==> src/rtl/uart_pkg.sv <==
// Shared definitions for the host-side UART transmitter.
//   tx_state_t   : transmitter FSM states
//   DATA_BITS    : payload bits per frame
//   frame_cycles : clock cycles occupied by one complete frame
package uart_pkg;

   typedef enum logic [1:0] {
      IDLE  = 2'd0,
      START = 2'd1,
      DATA  = 2'd2,
      STOP  = 2'd3
   } tx_state_t;

   localparam int DATA_BITS = 8;

   // start bit + data bits + stop bits, each clks_per_bit long
   function automatic int frame_cycles(input int clks_per_bit, input int stop_bits);
      return (1 + DATA_BITS + stop_bits) * clks_per_bit;
   endfunction

endpackage

==> src/rtl/uart_host_tx_fifo.sv <==
// Byte FIFO with first-word fall-through head.
// Ports:
//   clk, resb : clock, async active-low reset
//   push, din : write request and byte (ignored when full, even alongside a pop)
//   pop       : read request (ignored when empty)
//   dout      : head byte, valid whenever !empty
//   full, empty, count : registered occupancy flags and count
module byte_fifo #(
   parameter int DEPTH = 8
) (
   input  logic                     clk,
   input  logic                     resb,
   input  logic                     push,
   input  logic [7:0]               din,
   input  logic                     pop,
   output logic [7:0]               dout,
   output logic                     full,
   output logic                     empty,
   output logic [$clog2(DEPTH):0]   count
);

   localparam int AW = $clog2(DEPTH);

   logic [7:0]    r_mem [DEPTH];
   logic [AW-1:0] r_wr_ptr;
   logic [AW-1:0] r_rd_ptr;
   logic [AW:0]   r_count;
   logic          r_full;
   logic          r_empty;
   logic          w_push_ok;
   logic          w_pop_ok;
   logic [AW:0]   w_count_next;

   assign w_push_ok = push && !r_full;
   assign w_pop_ok  = pop && !r_empty;

   always_comb begin
      w_count_next = r_count;
      if (w_push_ok && !w_pop_ok)
         w_count_next = r_count + (AW+1)'(1);
      else if (w_pop_ok && !w_push_ok)
         w_count_next = r_count - (AW+1)'(1);
   end

   // storage needs no reset; emptiness is tracked by the pointers and count
   always_ff @(posedge clk) begin
      if (w_push_ok)
         r_mem[r_wr_ptr] <= din;
   end

   // pointers wrap naturally because DEPTH is a power of two
   always_ff @(posedge clk or negedge resb) begin
      if (!resb) begin
         r_wr_ptr <= '0;
         r_rd_ptr <= '0;
         r_count  <= '0;
         r_full   <= 1'b0;
         r_empty  <= 1'b1;
      end else begin
         if (w_push_ok)
            r_wr_ptr <= r_wr_ptr + AW'(1);
         if (w_pop_ok)
            r_rd_ptr <= r_rd_ptr + AW'(1);
         r_count <= w_count_next;
         r_full  <= (w_count_next == (AW+1)'(DEPTH));
         r_empty <= (w_count_next == '0);
      end
   end

   assign dout  = r_mem[r_rd_ptr];
   assign full  = r_full;
   assign empty = r_empty;
   assign count = r_count;

endmodule

==> src/rtl/uart_host_tx.sv <==
// Host-side 8N1/8N2 serial transmitter driving the ACIA rxd line.
// Ports:
//   clk, resb        : ACIA bit clock, async active-low reset
//   in_data/in_valid : byte input, accepted when in_valid && in_ready
//   in_ready         : FIFO not full
//   txd              : serial line, idle high, registered
//   busy             : frame on the line or bytes pending
//   fifo_count       : FIFO occupancy
//   frame_done       : one-cycle pulse on the last stop-period cycle
//
// state | meaning
// IDLE  | line high, waiting for a byte in the FIFO
// START | start bit (low) for one bit time
// DATA  | 8 data bits, LSB first
// STOP  | stop period (high); back-to-back start if more data queued
module uart_host_tx
   import uart_pkg::*;
#(
   parameter int CLKS_PER_BIT = 16,
   parameter int FIFO_DEPTH   = 8,
   parameter int STOP_BITS    = 1
) (
   input  logic                          clk,
   input  logic                          resb,
   input  logic [7:0]                    in_data,
   input  logic                          in_valid,
   output logic                          in_ready,
   output logic                          txd,
   output logic                          busy,
   output logic [$clog2(FIFO_DEPTH):0]   fifo_count,
   output logic                          frame_done
);

   localparam int TW          = $clog2(CLKS_PER_BIT*2);
   localparam int STOP_CYCLES = frame_cycles(CLKS_PER_BIT, STOP_BITS) - (1 + DATA_BITS) * CLKS_PER_BIT;
   localparam logic [TW-1:0] BIT_LAST  = TW'(CLKS_PER_BIT - 1);
   localparam logic [TW-1:0] STOP_LAST = TW'(STOP_CYCLES - 1);

   tx_state_t  r_state, w_state_next;
   logic [TW-1:0] r_timer, w_timer_next;
   logic [2:0] r_bit_idx, w_bit_idx_next;
   logic [7:0] r_shift, w_shift_next;
   logic       r_txd, w_txd_next;
   logic       r_frame_done;
   logic       w_timer_tc;
   logic       w_pop;
   logic [7:0] w_fifo_dout;
   logic       w_fifo_full;
   logic       w_fifo_empty;
   logic [$clog2(FIFO_DEPTH):0] w_fifo_count;

   byte_fifo #(.DEPTH(FIFO_DEPTH)) u_fifo (
      .clk   (clk),
      .resb  (resb),
      .push  (in_valid),
      .din   (in_data),
      .pop   (w_pop),
      .dout  (w_fifo_dout),
      .full  (w_fifo_full),
      .empty (w_fifo_empty),
      .count (w_fifo_count)
   );

   // the whole stop period is timed as one span so 2 stop bits need no extra state
   assign w_timer_tc = (r_state == STOP) ? (r_timer == STOP_LAST) : (r_timer == BIT_LAST);

   // txd is computed for the next cycle and registered so the line never glitches
   always_comb begin
      w_state_next   = r_state;
      w_timer_next   = r_timer + TW'(1);
      w_bit_idx_next = r_bit_idx;
      w_shift_next   = r_shift;
      w_txd_next     = 1'b1;
      w_pop          = 1'b0;
      case (r_state)
         IDLE: begin
            w_timer_next = '0;
            if (!w_fifo_empty) begin
               w_pop          = 1'b1;
               w_shift_next   = w_fifo_dout;
               w_bit_idx_next = '0;
               w_state_next   = START;
               w_txd_next     = 1'b0;
            end
         end
         START: begin
            w_txd_next = 1'b0;
            if (w_timer_tc) begin
               w_timer_next = '0;
               w_state_next = DATA;
               w_txd_next   = r_shift[0];
            end
         end
         DATA: begin
            w_txd_next = r_shift[0];
            if (w_timer_tc) begin
               w_timer_next = '0;
               if (r_bit_idx == 3'(DATA_BITS - 1)) begin
                  w_state_next = STOP;
                  w_txd_next   = 1'b1;
               end else begin
                  w_bit_idx_next = r_bit_idx + 3'd1;
                  w_shift_next   = {1'b0, r_shift[7:1]};
                  w_txd_next     = r_shift[1];
               end
            end
         end
         STOP: begin
            if (w_timer_tc) begin
               w_timer_next = '0;
               if (!w_fifo_empty) begin
                  w_pop          = 1'b1;
                  w_shift_next   = w_fifo_dout;
                  w_bit_idx_next = '0;
                  w_state_next   = START;
                  w_txd_next     = 1'b0;
               end else begin
                  w_state_next = IDLE;
               end
            end
         end
         default: begin
            w_state_next = IDLE;
            w_timer_next = '0;
         end
      endcase
   end

   always_ff @(posedge clk or negedge resb) begin
      if (!resb) begin
         r_state      <= IDLE;
         r_timer      <= '0;
         r_bit_idx    <= '0;
         r_shift      <= '0;
         r_txd        <= 1'b1;
         r_frame_done <= 1'b0;
      end else begin
         r_state      <= w_state_next;
         r_timer      <= w_timer_next;
         r_bit_idx    <= w_bit_idx_next;
         r_shift      <= w_shift_next;
         r_txd        <= w_txd_next;
         // registered one edge early so the pulse lands on the final stop cycle
         r_frame_done <= (w_state_next == STOP) && (w_timer_next == STOP_LAST);
      end
   end

   assign in_ready   = !w_fifo_full;
   assign txd        = r_txd;
   assign busy       = (r_state != IDLE) || (w_fifo_count != '0);
   assign fifo_count = w_fifo_count;
   assign frame_done = r_frame_done;

endmodule
==> config.mk <==
export PLATFORM = sky130hd
export DESIGN_NAME = uart_host_tx
export DESIGN_NICKNAME = d
export VERILOG_FILES = /design/src/rtl/uart_pkg.sv /design/src/rtl/uart_host_tx_fifo.sv /design/src/rtl/uart_host_tx.sv
export SDC_FILE = /design/constraint.sdc
export NUM_CORES = 1
export LEC_CHECK = 0
export BUFFER_PORTS_ARGS = -buffer_cell sky130_fd_sc_hd__buf_2
export CELL_PAD_IN_SITES_DETAIL_PLACEMENT = 0
export CELL_PAD_IN_SITES_GLOBAL_PLACEMENT = 2
export CORE_ASPECT_RATIO = 1.5
export CORE_MARGIN = 1.5
export CORE_UTILIZATION = 35
export CTS_BUF_LIST = sky130_fd_sc_hd__clkbuf_4 sky130_fd_sc_hd__clkbuf_8 sky130_fd_sc_hd__clkbuf_16
export DETAILED_ROUTE_END_ITERATION = 12
export GPL_TIMING_DRIVEN = 0
export PLACE_DENSITY = 0.68
export SETUP_SLACK_MARGIN = 0.02
export SYNTH_ARGS = -nofsm -noshare
export SYNTH_HDL_FRONTEND = slang
export SYNTH_SLANG_ARGS = --single-unit
==> constraint.sdc <==
create_clock -name clk -period 3.04 [get_ports clk]
set_clock_uncertainty 0.15 [all_clocks]
set_input_delay 0.152 -clock clk [delete_from_list [all_inputs] [get_ports clk]]
set_output_delay 0.152 -clock clk [all_outputs]
set_load 0.01 [all_outputs]
# Word-level counts from Yosys, hierarchy flattened
# Memories as Yosys holds them, arrays and structs flattened.
# Index checks and enable logic that the tools add are counted.
# classes
n_addsub	6
n_reduce_logical	17
n_mux	32
n_eq_ne	11
# op_table
cell	count
8-bit 2-to-1 mux	4
8-bit one-hot mux with 3 select lines	1
3-bit 2-to-1 mux	4
5-bit by 4-bit equality test with 1-bit output, second input constant	2
1-bit 2-to-1 mux	10
2-bit 2-to-1 mux	5
5-bit one-hot mux with 2 select lines	1
3-bit by 1-bit adder with 3-bit output, second input constant	3
3-bit one-hot mux with 3 select lines	1
4-bit 2-to-1 mux	2
2-bit one-hot mux with 4 select lines	1
2-bit equality test, second input constant	3
2-bit != test, second input constant	3
5-bit by 1-bit adder with 5-bit output, second input constant	1
1-bit logical AND	5
5-bit 2-to-1 mux	1
4-bit by 1-bit adder with 4-bit output, second input constant	1
4-bit equality test, second input constant	1
1-bit logical NOT	4
4-bit logical NOT	1
1-bit one-hot mux with 4 select lines	1
4-bit AND reduction	1
4-bit nonzero test	1
4-bit by 1-bit subtractor with 4-bit output, second input constant	1
8 further kinds	8
# word_totals
mem_bits_rw	64
reg_bits	32
output_inout_bits	8
elab_cells	78
memories	1
inputBits	11
# mem_list
memory	words	word_bits	rd	rd_ports_with_merged_regs	wr	line	rtl
u_fifo.r_mem	8	8	1	0	1	uart_host_tx_fifo.sv:24	logic [7:0] r_mem [DEPTH];

# Logic depth before layout (Yosys ltp)
# logic_depth
word_depth	8
depth_mapped	8

# Hierarchy
# From an unflattened synthesis, not the netlist that was laid out.
# hier_totals
hier_cells	268
hier_area_um2	4254.1
# modules_own_cells
mod	cells_each	n_inst	area_each_um2	seq_area_each_um2
byte_fifo	171	1	3103.0	2223.4
uart_host_tx	97	1	1151.1	501.7

# Least setup slack after synthesis
# No wires, ideal clock.
# synth_timing
path_kind	flip-flop to flip-flop
start	register u_fifo.r_full, in the netlist u_fifo.full
end	memory u_fifo.r_mem[0][0], enable pin
t_required_ps	2495
synth_period_minus_slack_ps	2100
path_stages_with_launch	4
slack_ps	940
setup_time_ps	395
t_arrival_ps	1555
path_cell_list	dfrtp_1 -> nand2b_1 -> clkbuf_1 -> nor4_1
# synth_between
elab_chain_len	4
# synth_rtl
item	line	rtl
start: declaration	uart_host_tx_fifo.sv:28	logic r_full;
start signal: assignment	uart_host_tx_fifo.sv:65	r_full <= (w_count_next == (AW+1)'(DEPTH));
1-bit logical NOT	uart_host_tx_fifo.sv:34	assign w_push_ok = push && !r_full;
1-bit logical AND	uart_host_tx_fifo.sv:34	
1-bit 2-to-1 mux	uart_host_tx_fifo.sv:47	if (w_push_ok)
1-bit 2-to-1 mux (implied by the code)	uart_host_tx_fifo.sv:48	r_mem[r_wr_ptr] <= din;
end: declaration	uart_host_tx_fifo.sv:24	
# No other way between the ends.

# Worst setup path in the final report
# layout_timing
start	register u_fifo.r_rd_ptr[1]
end	register r_shift[5]
# layout_between
elab_chain_len	4
# layout_rtl
item	line	rtl
start: declaration	uart_host_tx_fifo.sv:26	logic [AW-1:0] r_rd_ptr;
start signal: assignment	uart_host_tx_fifo.sv:63	r_rd_ptr <= r_rd_ptr + AW'(1);
memory 8 x 8 bit (*)	n/a	
8-bit 2-to-1 mux (*)	uart_host_tx.sv:78, uart_host_tx.sv:111	
8-bit 2-to-1 mux	uart_host_tx.sv:109	if (w_timer_tc) begin
8-bit one-hot mux with 3 select lines (*)	uart_host_tx.sv:75	case (r_state)
end signal: assignment	uart_host_tx.sv:141	r_shift <= w_shift_next;
end: declaration	uart_host_tx.sv:42	logic [7:0] r_shift, w_shift_next;
# Every way passes the cells marked *; elsewhere a longest branch is shown, timed or not. The select of a mux whose other input is x is not followed.
# A chain may end at the register's enable or synchronous reset.

==> metrics <==
most used cells in the layout excluding fill and tap cells=64 x sky130_fd_sc_hd__edfxtp_1, 30 x sky130_fd_sc_hd__dfrtp_1, 21 x sky130_fd_sc_hd__buf_2; initial cell density of the core=0.3618; maximum clock frequency=430.2 MHz; final core utilization=0.4231; Post-CTS Repair Setup Buffers=0; number of maximum-capacitance constraint violations=0; initial detailed-routing violation count=124; worst-case clock buffer depth=2; share of the synthesized area in the top cell type=0.4582; number of distinct standard cells referenced by the synthesized netlist=47; wire length of the first global-routing pass=12.74 mm; count of flip-flops with a built-in enable after synthesis=64; remaining global-route overflow=0; cell type contributing the most total cell area after synthesis=sky130_fd_sc_hd__edfxtp_1; Resized Gates After CTS=0; per-cell routed wire length=17.00 um; clock network latency to the later pin of the worst-skew pair=0.34 ns; full die area=12660 um^2; Vias/cell=5.004; cell count after placement=435; layout cell share with drive strength beyond 1=0.2419; type of origin of the critical path=flip-flop; number of placement rows=48; element type at the critical path end=flip-flop; peak supply drop=407.7 uV; antenna violations before repair=0; number of clock buffers inserted by TritonCTS=9; Reg clk slew, reported paths=0.07 ns; Hold-fix buffers, CTS=9; hold violation total from the final report=0; core area=11590 um^2; count of fill cells added during filler insertion=1065; setup repair after global routing missed its margin=false; total count of max-transition violations in the final report=0; worst-case headroom to the max-slew limit=0.3566; leading cell type in the layout, fill and taps excluded=sky130_fd_sc_hd__edfxtp_1; final-stage net count=329; CTS tree=yes; DR DRC count=0; area delta synth->final=16.95%; worst setup path class=flip-flop to flip-flop; actual transition at the worst max-transition pin=0.9616 ns; FF+latch count, synth=96; Ports=19; post-synth net total=290; # setup viols final=0; biggest fanout along the worst timing path=10; cell count after synthesis=266; Clock Tree Root=sky130_fd_sc_hd__clkbuf_16; most area-consuming cells after synthesis=sky130_fd_sc_hd__edfxtp_1 46%, sky130_fd_sc_hd__dfrtp_1 18%, sky130_fd_sc_hd__mux4_2 8.6%; diodes inserted=0; post-route insts no fill=460; worst path arrival time=2.40 ns; Data required, critical path=3.11 ns; post-synthesis sequential area ratio=0.6498; weighted congestion reported at the end of routability-driven placement=0.7118; overall power=3.396 mW; placed wire-length estimate=5.201 mm; clk sinks=96; most used flip-flop cell after synthesis=sky130_fd_sc_hd__edfxtp_1; vias in the first global route=2400; vertical die dimension=137.1 um; floorplan die width=92.38 um; Port Buffers=18; antenna-violating nets left=0; number of H-tree levels=3; via count=2302; footprint of the flip-flops and latches=2725 um^2; P_leak=1.857 nW; outcome=completed; total area of multi-input combinational cells=1393 um^2; Avg Cell Area, Syn=15.77 um^2; wire length after detailed routing=7.821 mm; power per cell area=692.4 nW/um^2; detailed-routing iteration count for the pre-antenna-repair pass=4; total routing resource utilization after global routing=0.1376; maximum number of pins on one net before global-route repair=33; cell area after synthesis=4194 um^2; type of the most critical hold path=input pin to flip-flop; final critical-path share of the clock period=0.7646; share of synthesized registers carrying an async set or reset=0.3333; post-layout minimum cycle time=2.324 ns; Yosys warnings=0
-- critical path: stages (launching register included) --
cell and delay [ns]:
sky130_fd_sc_hd__dfrtp_1 0.35, sky130_fd_sc_hd__clkbuf_2 0.26, sky130_fd_sc_hd__buf_1 0.54, sky130_fd_sc_hd__mux4_2 0.41, sky130_fd_sc_hd__mux2_2 0.29, sky130_fd_sc_hd__mux2i_1 0.13, sky130_fd_sc_hd__o21ai_1 0.07
-- synthesized netlist by cell type (4+ instances only) --
master	instances
sky130_fd_sc_hd__nand3_1	4
sky130_fd_sc_hd__nor2_1	10
sky130_fd_sc_hd__dfrtp_1	30
sky130_fd_sc_hd__mux4_2	16
sky130_fd_sc_hd__xnor2_1	7
sky130_fd_sc_hd__nor3_1	7
sky130_fd_sc_hd__mux2_2	7
sky130_fd_sc_hd__inv_1	7
sky130_fd_sc_hd__a21oi_1	4
sky130_fd_sc_hd__edfxtp_1	64
sky130_fd_sc_hd__nand2b_1	4
sky130_fd_sc_hd__o21ai_1	9
sky130_fd_sc_hd__mux2i_1	11
sky130_fd_sc_hd__ha_1	13
sky130_fd_sc_hd__nand2_1	20
-- logic make-up after synthesis --
group                    share of synthesized area
multiplexers                                0.1337
AO/OA/AOI/OAI                              0.05132
buffers and inverters                      0.02446
XOR/XNOR                                   0.02268
AND/OR/NAND/NOR                            0.07936
adder cells (fa/ha/maj)                    0.03878
flip-flops                                  0.6498
-- flip-flops by register name, summed over array words and instances (netlist names) --
signal and flops:
r_bit_idx 3, u_fifo.r_rd_ptr 3, u_fifo.r_wr_ptr 3, txd 1, frame_done 1, r_shift 8
r_timer 5, u_fifo.r_mem 64, u_fifo.count 4, u_fifo.full 1, u_fifo.empty 1, r_state 2
-- layout make-up --
class | count | area share
tap | 150 | 0.03827
buffer | 13 | 0.01556
clock buffer | 9 | 0.04592
timing repair buffer | 28 | 0.03827
inverter | 7 | 0.005357
multi-input combinational | 150 | 0.2839
clock inverter | 7 | 0.01709
sequential | 96 | 0.5556
-- metrics by stage --
step | hold WS [ns] | TNS (ns) | instance area (um^2) | setup slack, ns
after floorplan | -0.2936 | 0 | 4194 | 0.9404
after global placement | 0.1232 | -0.00003264 | 4472 | -0.00003264
after detailed placement | 0.1237 | 0 | 4506 | 0.6942
after CTS | 0.1978 | 0 | 4905 | 0.6848
after global routing | 0.2385 | 0 | 4905 | 0.5668
final | 0.2088 | 0 | 4905 | 0.7155
-- routing by layer --
layer | track usage | share of wire
met1 | 0.1637 | 0.42
met2 | 0.2390 | 0.54
met3 | 0.02667 | 0.019
met4 | 0.06325 | 0.020
met5 | 0 | 0
-- final timing paths --
kind / from / to / slack, ns / depth (start not counted)
max in group asynchronous: resb / r_bit_idx[0] / 1.99 / 2
max reg2reg: u_fifo.r_rd_ptr[1] / r_shift[5] / 0.72 / 6
min reg2reg: r_shift[5] / r_shift[5] / 0.34 / 2
min in group asynchronous: resb / r_timer[2] / 0.26 / 2
min: in_valid / u_fifo.r_wr_ptr[1] / 0.21 / 5
max: u_fifo.r_rd_ptr[1] / r_shift[5] / 0.72 / 6
-- power breakdown --
group	total, mW	leakage [nW]	switching [mW]	internal (mW)
clock network	1.16	0.149	0.511	0.654
registers	1.72	0.976	0.118	1.60
logic	0.512	0.732	0.302	0.210
total	3.40	1.86	0.930	2.47
Note: power is estimated with default switching activity, not from simulation.
